`src/rtl/mpemu_pkg.sv`:
```
// Shared definitions for the pipelined signed fixed-point multiplier.
// Holds the rounding-mode encodings and the full-product width helper.
package mpemu_pkg;

  // Encodings of the round_i input.
  localparam logic RND_TRUNC  = 1'b0;  // floor after the arithmetic shift
  localparam logic RND_HALFUP = 1'b1;  // add half an LSB before the shift

  // Width of the exact signed product of two signed operands.
  function automatic int full_prod_w(input int cand_w, input int plier_w);
    return cand_w + plier_w;
  endfunction

endpackage

```
`src/rtl/mpemu_pipe_delay.sv`:
```
// mpemu_delay: clock-enabled, synchronously reset shift register.
// Carries the {valid, tag, data, ovf} bundle through the multiplier pipeline.
// Stage 0 captures the input; stage DEPTH-1 drives the output.
module mpemu_delay #(
  parameter int WIDTH = 8,
  parameter int DEPTH = 1
) (
  input  logic             clk,
  input  logic             rst,
  input  logic             ce,
  input  logic [WIDTH-1:0] d,
  output logic [WIDTH-1:0] q
);

  logic [WIDTH-1:0] stage [DEPTH];

  // Shift the bundle one stage per enabled edge; reset clears every stage.
  always_ff @(posedge clk) begin
    if (rst) begin
      // NOTE: every stage is reset, not just the output, so in-flight samples
      // are discarded; these are pipeline flops, not a RAM array.
      for (int i = 0; i < DEPTH; i++) stage[i] <= '0;
    end else if (ce) begin
      // NOTE: non-blocking assignments make every stage sample the old value
      // of its predecessor, which is what gives a true shift register.
      stage[0] <= d;
      for (int i = 1; i < DEPTH; i++) stage[i] <= stage[i-1];
    end
  end

  assign q = stage[DEPTH-1];

endmodule

```
`src/rtl/mpemu_pipe.sv`:
```
// mpemu_pipe: parametrised pipelined signed fixed-point multiplier.
// Full product -> optional half-up rounding -> arithmetic shift -> narrow,
// all combinational ahead of stage 0, then LATENCY-1 pure delay stages.
// Optional feature macro: MPEMU_SAT_EN (saturate instead of wrap, drive ovf_o).
module mpemu_pipe
  import mpemu_pkg::*;
#(
  parameter int CAND_W     = 24,
  parameter int PLIER_W    = 16,
  parameter int PROD_W     = 24,
  parameter int FRAC_SHIFT = 15,
  parameter int LATENCY    = 4,
  parameter int TAG_W      = 4
) (
  input  logic              clk,
  input  logic              rst,
  input  logic              ce_i,
  input  logic              valid_i,
  input  logic [TAG_W-1:0]  tag_i,
  input  logic              round_i,
  input  logic [CAND_W-1:0] mpcand_i,
  input  logic [PLIER_W-1:0] mplier_i,
  output logic              valid_o,
  output logic [TAG_W-1:0]  tag_o,
  output logic [PROD_W-1:0] mprod_o,
  output logic              ovf_o
);

  localparam int FULL_W = full_prod_w(CAND_W, PLIER_W);
  // One guard bit so adding the rounding bias can never overflow.
  localparam int EXT_W  = FULL_W + 1;
  // Half an output LSB; evaluates to zero when FRAC_SHIFT is 0, so round_i
  // has no effect in that configuration.
  localparam logic signed [EXT_W-1:0] RND_BIAS = (EXT_W'(1) << FRAC_SHIFT) >> 1;

  logic signed [FULL_W-1:0] full_p;
  logic signed [EXT_W-1:0]  biased;
  logic [PROD_W-1:0]        data_d;

  assign full_p = FULL_W'($signed(mpcand_i)) * FULL_W'($signed(mplier_i));
  assign biased = EXT_W'(full_p) + ((round_i == RND_HALFUP) ? RND_BIAS : '0);

`ifdef MPEMU_SAT_EN
  localparam logic signed [EXT_W-1:0] SAT_MAX = (EXT_W'(1) <<< (PROD_W-1)) - EXT_W'(1);
  localparam logic signed [EXT_W-1:0] SAT_MIN = -(EXT_W'(1) <<< (PROD_W-1));
  localparam int BUNDLE_W = 1 + TAG_W + PROD_W + 1;

  logic signed [EXT_W-1:0] shifted;
  logic                    ovf_d;
  logic [BUNDLE_W-1:0]     bundle_q;

  assign shifted = biased >>> FRAC_SHIFT;

  // Clamp the shifted result into the signed PROD_W range and flag it.
  always_comb begin
    // NOTE: both outputs get a default before any branch so no latch is inferred.
    data_d = shifted[PROD_W-1:0];
    ovf_d  = 1'b0;
    if (shifted > SAT_MAX) begin
      data_d = SAT_MAX[PROD_W-1:0];
      ovf_d  = 1'b1;
    end else if (shifted < SAT_MIN) begin
      data_d = SAT_MIN[PROD_W-1:0];
      ovf_d  = 1'b1;
    end
  end

  mpemu_delay #(.WIDTH(BUNDLE_W), .DEPTH(LATENCY)) u_delay (
    .clk (clk),
    .rst (rst),
    .ce  (ce_i),
    .d   ({valid_i, tag_i, data_d, ovf_d}),
    .q   (bundle_q)
  );

  assign {valid_o, tag_o, mprod_o, ovf_o} = bundle_q;
`else
  localparam int BUNDLE_W = 1 + TAG_W + PROD_W;

  logic [BUNDLE_W-1:0] bundle_q;

  // Wrap: keep the low PROD_W bits of the arithmetically shifted value.
  assign data_d = PROD_W'(biased >>> FRAC_SHIFT);

  mpemu_delay #(.WIDTH(BUNDLE_W), .DEPTH(LATENCY)) u_delay (
    .clk (clk),
    .rst (rst),
    .ce  (ce_i),
    .d   ({valid_i, tag_i, data_d}),
    .q   (bundle_q)
  );

  assign {valid_o, tag_o, mprod_o} = bundle_q;
  assign ovf_o = 1'b0;
`endif

endmodule
```
`config.mk`:
```
export PLATFORM = sky130hd
export DESIGN_NAME = mpemu_pipe
export DESIGN_NICKNAME = d
export VERILOG_FILES = /design/src/rtl/mpemu_pkg.sv /design/src/rtl/mpemu_pipe_delay.sv /design/src/rtl/mpemu_pipe.sv
export SDC_FILE = /design/constraint.sdc
export NUM_CORES = 1
export LEC_CHECK = 0
export ABC_AREA = 1
export CORE_MARGIN = 2
export CORE_UTILIZATION = 35
export CTS_CLUSTER_DIAMETER = 80
export DETAILED_ROUTE_END_ITERATION = 7
export PLACE_DENSITY = 0.63
export SYNTH_ARGS = -nofsm -noshare
export SYNTH_HDL_FRONTEND = slang
export SYNTH_SLANG_ARGS = --single-unit
```
`constraint.sdc`:
```
create_clock -name clk -period 14.3 [get_ports clk]
set_clock_uncertainty 0.1 [all_clocks]
set_input_delay 4.29 -clock clk [delete_from_list [all_inputs] [get_ports clk]]
set_output_delay 4.29 -clock clk [all_outputs]
set_load 0.005 [all_outputs]
```
-- Word-level counts from Yosys, hierarchy flattened
Memory sizes are Yosys's and may differ from the RTL's.
Index checks and enable logic that the tools add are counted.
- register bits after elaboration: 0
- memory bits (writable): 116
- input bits: 49
- memories: 1
- add/sub/neg operators: 1
- multipliers: 1
- muxes and demuxes: 10
- bitwise logic cells: 4
- memories (memory ; words ; bits a word ; read ports ; clocked after memory_dff ; write ports ; line ; text):
    u_delay.stage ; 4 ; 29 ; 4 ; 0 ; 4 ; mpemu_pipe_delay.sv:15 ; logic [WIDTH-1:0] stage [DEPTH];
- operators with widths (operator ; number):
    29-bit two-way mux ; 4
    39-bit by 16-bit adder with 39-bit output ; 1
    24-bit by 16-bit multiplier with 39-bit output ; 1
    15-bit two-way mux ; 1
    1-bit two-way mux ; 5
    1-bit OR ; 4

-- Longest topological paths before layout
- word-level depth: 4
- gate-level depth with buffers: 29
- mapped depth without buffers: 27

-- By module
A second synthesis with hierarchy kept.
- cells, all modules: 2275
- area, all modules: 18845.6 µm²
- by module, submodules not included (module ; times used ; cells an instance ; area an instance (µm²) ; seq. area each (µm²)):
    mpemu_pipe ; 1 ; 1912 ; 14383.8 ; 0.0
    mpemu_delay ; 1 ; 363 ; 4461.8 ; 3483.3

-- Least setup slack after synthesis
No wires, ideal clock.
- kind: in2reg
- start point: input mpcand_i[13]
- end point: memory u_delay.stage[0][18] (netlist name), data pin
- library setup time: 0.255 ns
- data arrival time: 9.304 ns
- data required time: 13.945 ns
- slack: 4.642 ns
- stages: 25
- buffers on the path: 2
- cells stage by stage: clkbuf_1 clkbuf_1 nand2_1 fa_1 inv_1 fa_1 inv_1 fa_1 inv_1 fa_1 fa_1 inv_1 fa_1 inv_1 ha_1 a21oi_1 o21ai_0 nor2_1 nand2_4 nand2_1 nand2_2 nand2_1 nand3_1 nand2_1 nor2_1
- RTL lines (what ; line ; text):
    start, declared ; mpemu_pipe.sv:21 ; input logic [CAND_W-1:0] mpcand_i,
    end, declared ; mpemu_pipe_delay.sv:15 ;

==> summary.txt <==
Yosys
  • Post-synth EDFFs: 116
  • Top cell type's share of synthesized area: between 30% and 40%
  • Synth Warn #: 0
  • Post-synth top area cell: fa_1
  • Synth top area cells: fa_1 (39%), edfxtp_1 (19%), inv_1 (15%)
  • Mean Syn Cell Area: 8.24 µm²
  • Post-Syn Area: 18700 µm²
  • Sequential fraction of the synthesis area: 18.6%
  • Most common cell in the netlist: inv_1
  • Post-synth top cells: inv_1 (722), nand2_1 (512), fa_1 (368), nor2_1 (198), edfxtp_1 (116)
  • Mapped Cells: 2268
  • Async S/R FF share, synth: 0%
  • Syn_nets: 2777
  • Yosys reg bits: 116
  • Prevailing post-synth register cell: edfxtp_1
  • Distinct cell type count after synthesis: 33

Run
  • Max_cap viols: 0

Worst setup path
  • CP max FO: 24
  • Crit path capture type: flip-flop
  • Kind of critical path: input port to flip-flop
  • FF-to-FF path depth: 2
  • Max incr delay on CP: between 1000 and 1500 ps
  • Critical path, cell by cell: clkdlybuf4s50_1 > nand2_1 > fa_1 > inv_1 > fa_1 > fa_1 > fa_1 > fa_1 > inv_1 > fa_1 > inv_1 > ha_1 > a21oi_1 > o21ai_0 > a21oi_1 > nand3_1 > nand2_1 > nand2_1 > a21oi_1 > nor2_1
  • Crit path top cell by count: fa_1
  • Capturing point of the worst reg2reg path: u_delay.stage[1][13]
  • Worst setup SP type: input port
  • Buf/Inv on CP: 4
  • Crit path max-delay cell type: clkdlybuf4s50_1
  • R2r setup slk: ~13000 ps
  • CP top delay family: adder cells
  • CP Data Required Time: 14360 ps
  • RR Startpoint: u_delay.stage[0][13]
  • Arrival time worst endpoint: 10660 ps

Floorplanning
  • Die Width: 235 µm
  • CORE AREA: 52700 µm²
  • Chip height: about 240 µm
  • Die area: 55300 µm²
  • Initial Utilization: a little over a third
  • Ports: 79
  • # rows: 84

Drt
  • DRC viols: 0
  • Pre-antenna DRT Iters: 5
  • Vias: 13636
  • Routed Antenna Nets: 0
  • DR WL/cell: 14.8 µm
  • Routed wire length: 44200 µm
  • DRT iter0 DRCs: ~840
  • Vias per cell: about 4.6

Timing
  • Post-route setup slack: 3690 ps
  • Tmin final: 10610 ps
  • Setup TNS: 0 ps
  • Endpoints failing setup: 0
  • Slew Viols, Final: 0
  • Max-slew headroom: 19.6%
  • Worst Tran Pin Value: between 1000 and 1500 ps
  • Hold Fails Final Rpt: 0
  • Period utilization: about three quarters
  • Fmax: 0.0943 GHz
  • RSZ-0062 raised after global routing: no

GRT
  • Largest net degree at the start of global routing: 77
  • GRT overflow: 0
  • Total track usage: ~17%
  • Number of global-route vias before repair: about 15000
  • Initial antenna violation count: 0
  • First-pass GRT wire length: 75500 µm

Placed design
  • Dpl hpwl: 35800 µm
  • RePlAce Congestion: 0.884
  • Number of buffers added on ports: 77
  • Pre-CTS setup slack: 3280 ps
  • Placement Cell Area: 20100 µm²

Finish
  • Biggest register: u_delay.stage
  • Regs by FF count: u_delay.stage: 116 flops
  • Number of diodes: 0
  • Max reg flops: 116
  • Area delta synth->final: 11.0%
  • Final #Nets: 2802
  • Finished layout cell area: 20700 µm²
  • Layout cell share with drive strength beyond 1: 2.73%

Worst hold path
  • Hold Startpoint: u_delay.stage[1][3]
  • Min-Delay Path Class: flip-flop to flip-flop
  • Worst Hold End: u_delay.stage[2][3]
  • Hold-critical path depth: 2

Clock network
  • Post-CTS setup buffer count: 0
  • Clock buffer depth: 2
  • Reg clk slew, reported paths: approximately 50 ps
  • CTS root buf: clkbuf_16
  • CTS Buf Count: 17
  • CTS tree: built
  • Worst-Skew Late Latency: 400 ps
  • # hold bufs at CTS: 0
  • H-tree Lvls: 4
  • CTS resizes: 0
  • Clk sinks: 116

Status
  • Outcome: finished clean
[per-layer routing]
layer	GRT usage, %	vias up	share of wire [%]
met5	0	-	0
met4	4.03	0	1.8
met3	2.42	67	5.8
met2	29.6	429	49
met1	21.8	6710	43
li1	-	6430	-
[final cells by class]
cell class	count	area (µm²)
fill	5318	31900
multi-input combinational	1340	12200
sequential	116	3480
inverter	726	2730
timing repair buffer	92	883
tap	688	861
clock buffer	17	425
clock inverter	15	210
[worst register-to-register path, cell delays in order, from the launching register on]
cell and delay, ps:
edfxtp_1 380, inv_1 80, nor2_1 40
[placed cells by master, fill, tap and decap left out, drive strengths merged, types with 9 or more instances in the layout]
cell type,count
a21oi,59
buf,15
clkbuf,17
clkdlybuf4s50,77
clkinv,10
edfxtp,116
fa,368
ha,92
inv,724
nand2,521
nand3,27
nor2,199
o21a,9
o21ai,27
[cells by family (layout without fill, tap and decap cells)]
logic type,after synthesis,in the layout,share of synthesized area [%]
xor+xnor,11,11,0.515
flops,116,116,18.6
compound gates,105,105,3.05
other cells,1,1,0.0201
buf+inv,812,850,16.3
fa+ha+maj,460,460,45.6
simple gates,763,763,15.9
[worst max path at each step]
stage	depth (start not counted)	slack, ps	start	endpoint
after floorplan	25	4640	mpcand_i[13]	u_delay.stage[0][18]
after global placement	20	3340	mplier_i[8]	u_delay.stage[0][23]
after detailed placement	20	3280	mplier_i[8]	u_delay.stage[0][23]
after CTS	20	3700	mplier_i[8]	u_delay.stage[0][23]
after global routing	20	3350	mplier_i[8]	u_delay.stage[0][23]
final	20	3690	mplier_i[8]	u_delay.stage[0][23]
[through the flow]
stage | std cells | util [%] | hold WS, ps
6_report | 2994 | 39.4 | 441
5_1_grt | 2994 | 39.4 | 467
4_1_cts | 2994 | 39.4 | 445
3_5_place_dp | 2962 | 38.2 | 430
3_3_place_gp | 2962 | 38.2 | 423
2_1_floorplan | 2268 | - | 419
Power is not shown: default switching activity piles up to over one toggle a cycle in this logic, so the estimate is an artifact.
